$ cat config.mk
export PLATFORM = sky130hd
export DESIGN_NAME = ir_key_events
export DESIGN_NICKNAME = d
export VERILOG_FILES = /design/src/rtl/ir_pkg.sv /design/src/rtl/ir_timer.sv /design/src/rtl/ir_key_events.sv
export SDC_FILE = /design/constraint.sdc
export NUM_CORES = 1
export LEC_CHECK = 0
export CAP_MARGIN = 0
export CORE_ASPECT_RATIO = 0.6
export CORE_UTILIZATION = 58
export DETAILED_ROUTE_END_ITERATION = 10
export PLACE_DENSITY = 0.86
export SLEW_MARGIN = 0
export SYNTH_ARGS = -nofsm -noshare
export SYNTH_HDL_FRONTEND = slang
export SYNTH_SLANG_ARGS = --single-unit
$ cat constraint.sdc
create_clock -name clk -period 3.8 [get_ports clk]
set_input_delay 0.76 -clock clk [delete_from_list [all_inputs] [get_ports clk]]
set_output_delay 0.76 -clock clk [all_outputs]
set_load 0.1 [all_outputs]
$ cat src/rtl/ir_pkg.sv
// Shared IR receiver definitions: key FSM states and default timing constants
// used by the frame decoder and the key event stage.
package ir_pkg;

  typedef enum logic [1:0] {
    ST_IDLE   = 2'd0,
    ST_HELD   = 2'd1,
    ST_SWITCH = 2'd2
  } key_state_e;

  // Defaults assume a 50 MHz system clock.
  localparam int HOLD_CYCLES_DEF      = 25_000_000;
  localparam int RATE_CYCLES_DEF      = 5_000_000;
  localparam int RELEASE_CYCLES_DEF   = 12_000_000;
  localparam int BIT_THRESHOLD_CYCLES = 84_375;

  function automatic int max3(input int a, input int b, input int c);
    int m;
    m = (a > b) ? a : b;
    return (m > c) ? m : c;
  endfunction

endpackage

$ cat src/rtl/ir_timer.sv
// Loadable down-counter that holds at 0. `zero` flags the edge on which a
// running count steps from 1 to 0, so the owner can react in that same edge.
module ir_timer #(
  parameter int W = 8
) (
  input  logic         clk,
  input  logic         rst,
  input  logic         load,
  input  logic [W-1:0] value,
  input  logic         run,
  output logic         zero
);

  logic [W-1:0] cnt_q, cnt_d;

  always_comb begin
    cnt_d = cnt_q;
    if (load) begin
      cnt_d = value;
    end else if (run && (cnt_q != '0)) begin
      cnt_d = cnt_q - W'(1);
    end
  end

  always_ff @(posedge clk or posedge rst) begin
    if (rst) begin
      cnt_q <= '0;
    end else begin
      cnt_q <= cnt_d;
    end
  end

  assign zero = run && (cnt_q == W'(1));

endmodule

$ cat src/rtl/ir_key_events.sv
// Turns checked IR frames into press / auto-repeat / release key events and
// keeps a saturating count plus a sticky flag for rejected frames.
module ir_key_events
  import ir_pkg::*;
#(
  parameter int HOLD_CYCLES    = HOLD_CYCLES_DEF,
  parameter int RATE_CYCLES    = RATE_CYCLES_DEF,
  parameter int RELEASE_CYCLES = RELEASE_CYCLES_DEF
) (
  input  logic       clk,
  input  logic       reset,
  input  logic       frame_valid,
  input  logic [7:0] comando,
  input  logic [7:0] comparador,
  output logic [7:0] key_code,
  output logic       key_press,
  output logic       key_repeat,
  output logic       key_release,
  output logic       key_held,
  output logic [7:0] err_count,
  output logic       err_flag
);

  localparam int MAXP = max3(HOLD_CYCLES, RATE_CYCLES, RELEASE_CYCLES);
  localparam int TW   = $clog2(MAXP) + 1;

  // Valid/ready: there is no backpressure; frame_valid is a one-cycle strobe
  // and comando/comparador are only meaningful while it is high.
  key_state_e state_q, state_d;
  logic [7:0] key_code_q, key_code_d;
  logic [7:0] pend_code_q, pend_code_d;
  logic       press_q, press_d;
  logic       repeat_q, repeat_d;
  logic       release_q, release_d;
  logic       held_q, held_d;
  logic [7:0] err_count_q, err_count_d;
  logic       err_flag_q, err_flag_d;

  logic          frame_ok, frame_bad, timers_run;
  logic          rep_load, rel_load, rep_zero, rel_zero;
  logic [TW-1:0] rep_value;

  assign frame_ok   = frame_valid && (comando == ~comparador);
  assign frame_bad  = frame_valid && (comando != ~comparador);
  assign timers_run = (state_q == ST_HELD);

  ir_timer #(.W(TW)) u_rep_timer (
    .clk(clk), .rst(reset), .load(rep_load), .value(rep_value),
    .run(timers_run), .zero(rep_zero)
  );

  ir_timer #(.W(TW)) u_rel_timer (
    .clk(clk), .rst(reset), .load(rel_load), .value(TW'(RELEASE_CYCLES)),
    .run(timers_run), .zero(rel_zero)
  );

  always_comb begin
    state_d     = state_q;
    key_code_d  = key_code_q;
    pend_code_d = pend_code_q;
    press_d     = 1'b0;
    repeat_d    = 1'b0;
    release_d   = 1'b0;
    rep_load    = 1'b0;
    rel_load    = 1'b0;
    rep_value   = TW'(HOLD_CYCLES);
    case (state_q)
      ST_IDLE: begin
        if (frame_ok) begin
          key_code_d = comando;
          press_d    = 1'b1;
          rep_load   = 1'b1;
          rel_load   = 1'b1;
          state_d    = ST_HELD;
        end
      end
      ST_HELD: begin
        // A matching frame beats release expiry; a new code beats both timers.
        if (frame_ok && (comando == key_code_q)) begin
          rel_load = 1'b1;
          if (rep_zero) begin
            repeat_d  = 1'b1;
            rep_load  = 1'b1;
            rep_value = TW'(RATE_CYCLES);
          end
        end else if (frame_ok) begin
          release_d   = 1'b1;
          pend_code_d = comando;
          state_d     = ST_SWITCH;
        end else if (rel_zero) begin
          release_d = 1'b1;
          state_d   = ST_IDLE;
        end else if (rep_zero) begin
          repeat_d  = 1'b1;
          rep_load  = 1'b1;
          rep_value = TW'(RATE_CYCLES);
        end
      end
      ST_SWITCH: begin
        key_code_d = pend_code_q;
        press_d    = 1'b1;
        rep_load   = 1'b1;
        rel_load   = 1'b1;
        state_d    = ST_HELD;
      end
      default: state_d = ST_IDLE;
    endcase

    held_d      = (state_d != ST_IDLE);
    err_count_d = (frame_bad && (err_count_q != 8'hFF)) ? err_count_q + 8'd1 : err_count_q;
    err_flag_d  = err_flag_q | frame_bad;
  end

  always_ff @(posedge clk or posedge reset) begin
    if (reset) begin
      state_q     <= ST_IDLE;
      key_code_q  <= 8'd0;
      pend_code_q <= 8'd0;
      press_q     <= 1'b0;
      repeat_q    <= 1'b0;
      release_q   <= 1'b0;
      held_q      <= 1'b0;
      err_count_q <= 8'd0;
      err_flag_q  <= 1'b0;
    end else begin
      state_q     <= state_d;
      key_code_q  <= key_code_d;
      pend_code_q <= pend_code_d;
      press_q     <= press_d;
      repeat_q    <= repeat_d;
      release_q   <= release_d;
      held_q      <= held_d;
      err_count_q <= err_count_d;
      err_flag_q  <= err_flag_d;
    end
  end

  assign key_code    = key_code_q;
  assign key_press   = press_q;
  assign key_repeat  = repeat_q;
  assign key_release = release_q;
  assign key_held    = held_q;
  assign err_count   = err_count_q;
  assign err_flag    = err_flag_q;

endmodule

; Word level (Yosys, flattened, before mapping)
; Cells that the tools add are included.
; W data, S select, Z words.
[classes]
n_addsub = 3
eq_ne = 9
mux = 30
bitwise_logic = 3
reduce_logical = 17
[op_table]
columns = cell, n
row1 = $mux W26, 8
row2 = $eq A26 B1 Y1 const B, 2
row3 = $reduce_bool A26 Y1, 2
row4 = $sub A26 B1 Y26 const B, 2
row5 = $mux W25, 1
row6 = $eq A8 B8 Y1, 2
row7 = $pmux W8 S2, 1
row8 = $mux W1, 11
row9 = $add A8 B1 Y8 const B, 1
row10 = $logic_and A1 B1 Y1, 8
row11 = $mux W2, 4
row12 = $mux W8, 1
row13 = $ne A8 B8 Y1, 1
row14 = $ne A8 B8 Y1 const B, 1
row15 = $not A8 Y8, 1
row16 = $reduce_bool A2 Y1, 4
row17 = $pmux W1 S3, 2
row18 = $pmux W2 S3, 1
row19 = $reduce_and A3 Y1, 1
row20 = $eq A2 B1 Y1 const B, 1
row21 = $eq A2 B2 Y1 const B, 1
row22 = $logic_not A2 Y1, 1
row23 = $ne A2 B2 Y1 const B, 1
row24 = $pmux W1 S2, 1
row25 = 3 further kinds, 3
[totals]
reg_bits = 83
inputBits = 19
wordCells = 73

; Longest topological paths before layout
; Gate-level depths: netlist (run 1).
[depth]
ltp_word = 8
ltp_mapped = 9
ltp_nobuf = 7

; Modules after synthesis
; Synthesis (run 1) repeated with hierarchy kept, for this count alone.
[unflattened]
hier_cells = 518
area_unflattened_um2 = 5048.6
[by_module_without_submodules]
columns = mod, n_inst, cells_each, area_per_inst_um2, seq_area_each_um2
row1 = ir_timer, 2, 187, 1720.4, 650.6
row2 = ir_key_events, 1, 144, 1607.8, 775.7

; Worst setup path after synthesis (run 1)
; OpenSTA, ideal clock, no wires.
[synth_timing]
kind = input to register
from = input port comparador[7]
to = register u_rep_timer.cnt_q[17]
setup_ns = 0.133
arrival_time_ns = 2.505
setup_slack_ns = 1.161
stages = 7
path_buffers = 2
cell_sequence = xnor2_1 -> or4_1 -> buf_2 -> or3_4 -> a211oi_4 -> buf_4 -> a211oi_1
[synth_between]
elab_chain_len = 7
elab_cells_between_ends = 13
classes_between = 1 x eq/ne / 8 x mux / 1 x bitwise / 3 x reduce/logical
[synth_rtl]
columns = element, line
row1 = start: declaration, ir_key_events.sv:14  ; input logic [7:0] comparador,
row2 = $not A8 Y8 *, ir_key_events.sv:43  ; assign frame_ok = frame_valid && (comando == ~comparador);
row3 = $eq A8 B8 Y1 *, ir_key_events.sv:43
row4 = $logic_and A1 B1 Y1 *, ir_key_events.sv:43
row5 = $mux W1 (tied with other cells), ir_key_events.sv:86  ; end else if (frame_ok) begin
row6 = $mux W1 or $mux W26 (tied branches), ir_key_events.sv:79  ; if (frame_ok && (comando == key_code_q)) begin
row7 = $pmux W1 S3 or $mux W26 (tied branches), ir_key_events.sv:67  ; case (state_q)
row8 = $mux W26 or $reduce_bool A2 Y1 (tied branches), -
row9 = end signal: assignment, ir_timer.sv:29  ; cnt_q <= cnt_d;
row10 = end: declaration, ir_timer.sv:14  ; logic [W-1:0] cnt_q, cnt_d;
; Mark *: on every way between the ends. The rest lies on a longest branch, timed or not.
; A chain may end at the register's enable or synchronous reset.

; Final worst setup path (run 1)
[layout_timing]
from = input port comando[7]
to = register u_rep_timer.cnt_q[19]
[layout_between]
elab_chain_len = 6
elab_cells_between_ends = 13
classes_between = 2 x eq/ne / 8 x mux / 3 x reduce/logical
[layout_rtl]
columns = element, line
row1 = start: declaration, ir_key_events.sv:13  ; input logic [7:0] comando,
row2 = $eq A8 B8 Y1, ir_key_events.sv:43
row3 = $logic_and A1 B1 Y1, ir_key_events.sv:43
row4 = $mux W1 (tied with other cells), ir_key_events.sv:86
row5 = $mux W1 or $mux W26 (tied branches), ir_key_events.sv:79
row6 = $pmux W1 S3 or $mux W26 (tied branches), ir_key_events.sv:67
row7 = $mux W26 or $reduce_bool A2 Y1 (tied branches), -
; Several ways; a longest one is shown, not always the timed one.

==> flow_metrics.tcl, run 1 <==
set metrics [dict create \
    avgViaCountPerCell 6.410 \
    num_rows 24 \
    nNetsFinal 535 \
    ff2ff_path_depth 6 \
    fmax_ghz 0.3179 \
    min_from "err_flag" \
    holdPathEnd "err_flag" \
    routed_wl_um 11050 \
    rsz0062_at_grt "no" \
    ys_types 56 \
    register_area_sq_um 2077 \
    multi_input_area_sq_um 2422 \
    status "completed" \
    path_clk_slew_ns 0.06 \
    min_path_cells 1 \
    fin_setup_tns_ns 0 \
    drive_gt1_share_pct 9.942 \
    netlist_area_sq_um 4647 \
    final.min_clock_period_ns 3.146 \
    reg2reg_to "u_rep_timer.cnt_q[19]" \
    skew_ns 0.005217 \
    post_drt_wl_per_cell_um 17.90 \
    slew_viol_final 0 \
    cts_tree "yes" \
    die_width_um 117.6 \
    slew_headroom_pct 28.16 \
    total_power_mw 3.199 \
    finalHoldViolCount 0 \
    cp-start-kind "input pin" \
    core_area_sq_um 7507 \
    port_buffers 39 \
    synth_warnings 0 \
    grt_max_degree 63 \
    period_share_pct 82.78 \
    critical_path_class "input pin to flop" \
    syn_inst 468 \
    critPathCaptureType "flop" \
    grt_pass1_wl_um 18600 \
    crit_fanout 26 \
    drtIter0Drc 419 \
    syn2layout_area_growth_pct 17.91 \
    worstPathArrival_ns 3.36 \
    fill_cells 529 \
    ys_seq_area_share_pct 44.70 \
    grt_usage_pct 28.59 \
    ant_nets 0 \
    rrSetupSlack_ns 0.95 \
    tightestPinTransition_ns 1.063 \
    place.gp.congestion 0.9348 \
    setup_viol 0 \
    synth_edf_count 0 \
    p_leak_nw 2.162 \
    reg2reg_from "u_rel_timer.cnt_q[8]" \
    ctsLongestPathBuffers 2 \
    worst-endpoint-required_ns 4.01 \
    maxCapViolCount 0 \
    p_per_area_nw_per_um2 583.9 \
    cts_setup_buffers 0 \
    syn_avg_cell_area_sq_um 9.929 \
    clock_sinks 83 \
    drc 0 \
    clock_latency_ns 0.34 \
    die_h_um 71.34 \
    h-tree-depth 3 \
    cts_resized 0 \
    root_buffer "clkbuf_16" \
    yosys_register_bits 83 \
    grt_pass1_vias 3714 \
    dp_hpwl_um 7668 \
    start_util_pct 61.90 \
    ys.flop_type "dfrtp_1" \
    async_flop_share_pct 100.0 \
    diodes 0 \
    io_pins 40 \
    synthesis.nets 494 \
    antenna_found_initial 0 \
    vias 3955 \
    ir_worst_vdd_mv 0.6270 \
    drt_first_pass_iters 5 \
    hold_path_class "flop to flop" \
    grt_overflow 0 \
    dieArea_sq_um 8386 \
    cts-buffers-inserted 9 \
    cts_hold_buf 0 \
]
## stage by stage
step	setup WS [ns]	instance area [sq um]	cells	utilization, %	hold WS, ns
finish	0.6542	5479	617	72.98	0.4733
floorplan	0.9032	4647	468	-	0.4623
CTS	0.6730	5479	617	72.98	0.4770
detailed placement	0.3141	5184	602	69.05	0.4600
global placement	0.4215	5184	602	69.05	0.4650
global route	0.5623	5479	617	72.98	0.5102
## area by class of cell
cell class	instances	area share [%]
multi-input cells	350	44.21
inverters	12	0.8449
flip-flops and latches	83	37.91
well taps	104	2.375
clock buffers	13	4.750
clock inverters	2	0.6394
repair buffers	53	9.272
## placed cells by master, fill, tap and decap left out, types with 8 or more instances in the layout
cell / instances
nand3_1: 20
nand2b_1: 8
buf_4: 13
nor2_1: 26
mux2_2: 10
dfrtp_1: 83
clkdlybuf4s50_1: 39
or3_1: 11
a21oi_1: 10
a211oi_1: 8
mux2i_1: 9
xnor2_1: 16
nor4_1: 17
xor2_1: 25
nand2_1: 27
o21ai_0: 20
or4_1: 19
clkbuf_16: 9
o31ai_1: 13
inv_1: 11
nor3_1: 28
## worst max path at each step
stage	start	endpoint	slack (ns)	cells after the start
4_1_cts	comando[7]	u_rep_timer.cnt_q[19]	0.67	7
6_report	comando[7]	u_rep_timer.cnt_q[19]	0.65	7
5_1_grt	comando[7]	u_rep_timer.cnt_q[19]	0.56	7
2_1_floorplan	reset	err_count[0]	0.90	1
3_3_place_gp	comando[7]	u_rep_timer.cnt_q[14]	0.42	7
3_5_place_dp	comando[7]	u_rep_timer.cnt_q[14]	0.31	7
## state kept, by name, summed over array words and instances (netlist names)
name               cells
pend_code_q            8
key_held               1
err_count              8
err_flag               1
key_code               8
key_press              1
state_q                2
key_release            1
u_rep_timer.cnt_q     26
u_rel_timer.cnt_q     26
key_repeat             1
## where the power goes
group | internal, mW | switching [mW]
sequential | 1.06 | 0.221
combinational | 0.369 | 0.679
clock | 0.540 | 0.333
total | 1.97 | 1.23
## logic make-up (layout without fill, tap and decap cells)
family | Yosys count | in the layout | synth area share, %
simple gates | 192 | 192 | 23.21
compound gates | 91 | 91 | 14.94
flops | 83 | 83 | 44.70
xor+xnor | 41 | 41 | 7.727
buf+inv | 35 | 80 | 3.177
mux | 19 | 19 | 4.362
fa+ha+maj | 7 | 7 | 1.885
## synthesized netlist by cell type (7+ instances only)
master	number	area, sq um
mux2_2	10	112.6
a21oi_1	10	50.05
inv_1	12	45.04
or3_1	11	68.82
a211oi_1	8	60.06
dfrtp_1	83	2077
nor3_1	28	140.1
o21ai_0	20	100.1
nor2_1	26	97.59
or4_1	19	142.6
ha_1	7	87.58
mux2i_1	9	90.09
nand3_1	20	100.1
nand4_1	7	43.79
nand2b_1	8	50.05
nor4_1	17	106.4
xor2_1	25	219.0
nand2_1	27	101.4
xnor2_1	16	140.1
clkbuf_1	17	63.81
o31ai_1	13	97.59
## worst max-delay path: stages
cell,delay [ns]
clkdlybuf4s50_1,0.55
xnor2_1,0.12
or4_1,0.69
a2111oi_4,0.44
a211oi_4,0.09
buf_12,0.18
or4_1,0.51
## routing by layer
layer / track usage (%) / vias up / wire length [um] / share of wire (%)
met1: 39.95 / 1906 / 4897 / 44
met3: 8.917 / 14 / 1150 / 10
met4: 10.54 / 0 / 173 / 1.6
li1: - / 1825 / - / -
met2: 42.21 / 210 / 4825 / 44
met5: 0 / - / 0 / 0
No activity file was read; power rests on OpenSTA's default activity.
==> run 2, diff against run 1 <==
Clock period 3.8 ns to 3.1 ns, I/O delays scaled along.
==> flow_metrics.tcl, run 2 (synthesized netlist as in run 1, its figures left out) <==
set metrics [dict create \
    status "completed" \
    cts_setup_buffers 0 \
    min_path_cells 1 \
    num_rows 24 \
    cp_num_cells 7 \
    slew_viol_final 0 \
    start_util_pct 61.90 \
    tightestPinTransition_ns 0.8235 \
    path_clk_slew_ns 0.06 \
    finalHoldViolCount 0 \
    avgViaCountPerCell 6.440 \
    clock_sinks 83 \
    routed_wl_um 11600 \
    die_width_um 117.6 \
    crit_path_cell_trace "clkdlybuf4s50_1, xnor2_1, or4_1, a2111oi_4, a211oi_4, buf_12, or4_1" \
    post_drt_wl_per_cell_um 18.24 \
    port_buffers 39 \
    hold_ws_ns 0.4755 \
    postPlaceCellArea_sq_um 5304 \
    grt_max_degree 84 \
    ir_worst_vdd_mv 0.8370 \
    final.min_clock_period_ns 2.818 \
    critical_path_class "input pin to flop" \
    skew_ns 0.01108 \
    placed_cells 620 \
    grt_overflow 0 \
    grt_usage_pct 30.30 \
    drt_first_pass_iters 5 \
    antenna_found_initial 0 \
    vias 4096 \
    final_cell_mix "dfrtp_1, buf_4, nor3_1" \
    clock_latency_ns 0.35 \
    met3_usage_pct 9.634 \
    nNetsFinal 553 \
    cts_tree "yes" \
    cp-start-kind "input pin" \
    slowest_delay_ns 0.61 \
    core_area_sq_um 7507 \
    diodes 0 \
    ant_nets 0 \
    crit_top_cell "or4_1" \
    setup_viol 0 \
    dieArea_sq_um 8386 \
    ff2ff_path_depth 6 \
    p_per_area_nw_per_um2 711.0 \
    cts-buffers-inserted 9 \
    slew_headroom_pct 44.63 \
    drive_gt1_share_pct 17.48 \
    fmax_ghz 0.3549 \
    ctsLongestPathBuffers 2 \
    die_h_um 71.34 \
    busiest_layer "met2" \
    crit_family "simple AND/OR/NAND/NOR gates" \
    hold_path_class "flop to flop" \
    grtUsageMet1_pct 41.46 \
    root_buffer "clkbuf_16" \
    drc 0 \
    mostFrequentLayoutCell "dfrtp_1" \
    maxCapViolCount 0 \
    cts_resized 0 \
    final_util_pct 74.83 \
    worst-endpoint-required_ns 3.32 \
    h-tree-depth 3 \
    cts_hold_buf 0 \
    dp_hpwl_um 8000 \
    crit_fanout 26 \
    drtIter0Drc 460 \
    reg.largest.list "u_rel_timer.cnt_q (26), u_rep_timer.cnt_q (26)" \
    cp_slowest_cell "or4_1" \
    total_power_mw 3.995 \
    critPathCaptureType "flop" \
    fin_cells 636 \
    final_area_sq_um 5618 \
    period_share_pct 90.91 \
    crit_buf_inv 2 \
    worstPathArrival_ns 3.03 \
    syn2layout_area_growth_pct 20.89 \
    rsz0062_at_grt "no" \
    place.gp.congestion 0.9186 \
    p_leak_nw 2.300 \
    grt_pass1_wl_um 19730 \
    met2_usage_pct 46.42 \
    grt_pass1_vias 3996 \
    fill_cells 505 \
    io_pins 40 \
]
run 2: changes by cell type in the layout (fill, tap and decap cells not counted), moves of 2 or more:
cell | previous run | this run
clkbuf_1 | 2 | 0
buf_4 | 13 | 49
clkdlybuf4s50_1 | 39 | 18
buf_12 | 1 | 4
run 2: routing by layer:
layer	share of wire, %	wire [um]
met4	1.6	180
met1	46	5293
met3	8.3	968
met2	44	5156
met5	0	0
run 2: power by group:
part | leakage, nW | total (mW) | internal, mW | switching, mW
clock network | 0.155 | 1.12 | 0.687 | 0.436
logic | 1.15 | 1.30 | 0.452 | 0.845
registers | 0.996 | 1.57 | 1.29 | 0.280
run 2: final timing paths:
| kind | startpoint | to | slack [ns] |
|---|---|---|---|
| worst min-delay path | err_flag | err_flag | 0.48 |
| min in group asynchronous | reset | u_rel_timer.cnt_q[16] | 0.69 |
| worst max-delay path | comando[7] | u_rep_timer.cnt_q[22] | 0.28 |
| worst max register to register | u_rel_timer.cnt_q[16] | u_rep_timer.cnt_q[22] | 0.28 |
| worst min register to register | err_flag | err_flag | 0.48 |
| max in group asynchronous | reset | key_code[7] | 2.06 |
run 2: final cells by class:
cell class                 count  area, sq um  area share [%]
clock buffer                  12        266.5           4.744
sequential                    83         2077           36.97
timing repair buffer          71        628.1           11.18
tap                          104        130.1           2.316
clock inverter                 4        47.55          0.8463
multi-input combinational    350         2422           43.12
inverter                      12        46.29          0.8241
run 2: worst register-to-register path, stage by stage (launching register included):
cell      delay [ns]
dfrtp_1         0.40
or4_1           0.62
nand2b_1        0.23
nor3_1          0.58
a211oi_4        0.15
buf_12          0.19
or4_1           0.52
run 2: per-stage QoR:
| stage | worst slack, ns | TNS, ns |
|---|---|---|
| CTS | 0.2703 | 0 |
| finish | 0.2819 | 0 |
| global route | 0.1729 | 0 |
| floorplan | 0.3432 | 0 |
| global placement | -0.01378 | -0.04278 |
| detailed placement | -0.08771 | -0.4481 |
==> run 3, diff against run 2 <==
Settings changed: MAX_ROUTING_LAYER from default to met4.
==> flow_metrics.tcl, run 3 (synthesized netlist as in run 1, its figures left out) <==
set metrics [dict create \
    status "completed" \
    final_area_sq_um 5618 \
    ant_nets 0 \
    rsz0062_at_grt "no" \
    critPathCaptureType "flop" \
    reg2reg_from "u_rel_timer.cnt_q[16]" \
    cts_setup_buffers 0 \
    root_buffer "clkbuf_16" \
    ctsLongestPathBuffers 2 \
    grt_pass1_wl_um 19780 \
    path_clk_slew_ns 0.06 \
    rrSetupSlack_ns 0.26 \
    fmax_ghz 0.3524 \
    layout_setup_ws_ns 0.2627 \
    slew_viol_final 0 \
    fin_cells 636 \
    num_rows 24 \
    post-place-ws_ns -0.08771 \
    nNetsFinal 553 \
    finalHoldViolCount 0 \
    ff2ff_path_depth 6 \
    grt_max_degree 84 \
    wl_met2_um 5232 \
    fin_setup_tns_ns 0 \
    antenna_found_initial 0 \
    place.gp.congestion 0.9347 \
    io_pins 40 \
    drtIter0Drc 375 \
    min_path_cells 1 \
    wl_met3_um 943 \
    dp_hpwl_um 8000 \
    syn2layout_area_growth_pct 20.89 \
    vias 4050 \
    postPlaceCellArea_sq_um 5304 \
    port_buffers 39 \
    avgViaCountPerCell 6.368 \
    p_leak_nw 2.300 \
    hold_path_class "flop to flop" \
    p_per_area_nw_per_um2 711.5 \
    drc 0 \
    grt_pass1_vias 3987 \
    drive_gt1_share_pct 17.48 \
    total_power_mw 3.997 \
    worstPathArrival_ns 3.05 \
    core_area_sq_um 7507 \
    worst-endpoint-required_ns 3.32 \
    clock_sinks 83 \
    maxCapViolCount 0 \
    cp-start-kind "flop" \
    placed_cells 620 \
    tightestPinTransition_ns 0.7911 \
    die_width_um 117.6 \
    period_share_pct 91.53 \
    final_cell_mix "dfrtp_1, buf_4, nor3_1" \
    min_from "err_flag" \
    critical_path_class "flop to flop" \
    skew_ns 0.009963 \
    cts_tree "yes" \
    clock_latency_ns 0.35 \
    final.min_clock_period_ns 2.837 \
    dieArea_sq_um 8386 \
    mostFrequentLayoutCell "dfrtp_1" \
    dr.max_layer_used "met4" \
    reg.largest.list "u_rel_timer.cnt_q (26), u_rep_timer.cnt_q (26)" \
    grt_usage_pct 31.35 \
    reg2reg_to "u_rep_timer.cnt_q[22]" \
    ir_worst_vdd_mv 0.8381 \
    diodes 0 \
    crit_fanout 26 \
    setup_viol 0 \
    die_h_um 71.34 \
    cts_hold_buf 0 \
    start_util_pct 61.90 \
    routed_wl_um 11640 \
    holdPathEnd "err_flag" \
    met1Wirelength_um 5290 \
    grt_overflow 0 \
    slew_headroom_pct 46.81 \
    drt_first_pass_iters 5 \
    cts-buffers-inserted 9 \
    post_drt_wl_per_cell_um 18.30 \
    h-tree-depth 3 \
    cts_resized 0 \
]
## run 3: final cells by class
type                            instances  area, sq um
Sequential cell                        83         2077
Tap cell                              104        130.1
Timing Repair Buffer                   71        628.1
Fill cell                             505         1889
Inverter                               12        46.29
Clock inverter                          4        47.55
Multi-Input combinational cell        350         2422
Clock buffer                           12        266.5
## run 3: metal layers
| metal | vias up | track usage (%) |
|---|---|---|
| met5 | - | - |
| met4 | 0 | 10.97 |
| met3 | 21 | 9.395 |
| met2 | 186 | 46.55 |
| met1 | 1980 | 41.20 |
| li1 | 1863 | - |
## run 3: how the worst max path moves through the flow
stage / slack, ns / start / endpoint
finish: 0.26 / u_rel_timer.cnt_q[16] / u_rep_timer.cnt_q[22]
global route: 0.17 / comando[7] / u_rep_timer.cnt_q[22]
CTS: 0.27 / comando[7] / u_rep_timer.cnt_q[22]
detailed placement: -0.09 / comando[7] / u_rep_timer.cnt_q[22]
global placement: -0.01 / comando[7] / u_rep_timer.cnt_q[14]
floorplan: 0.34 / reset / err_count[0]
## run 3: stage by stage
stage                     hold slack [ns]  util, %
after CTS                          0.4829    74.83
after global placement             0.4621    70.65
after global routing               0.5012    74.83
after detailed placement           0.4622    70.65
final                              0.4818    74.83
after floorplan                    0.4623        -
## run 3: critical path, stage by stage, from the launching register on
cell and delay (ns):
dfrtp_1 0.40, or4_1 0.62, nand2b_1 0.23, nor3_1 0.59, a211oi_4 0.15, buf_12 0.19
or4_1 0.51
## run 3: power by group
group	internal [mW]	switching, mW	total [mW]
Sequential	1.29	0.281	1.58
Combinational	0.452	0.845	1.30
Clock	0.687	0.438	1.13
Total	2.43	1.56	4.00
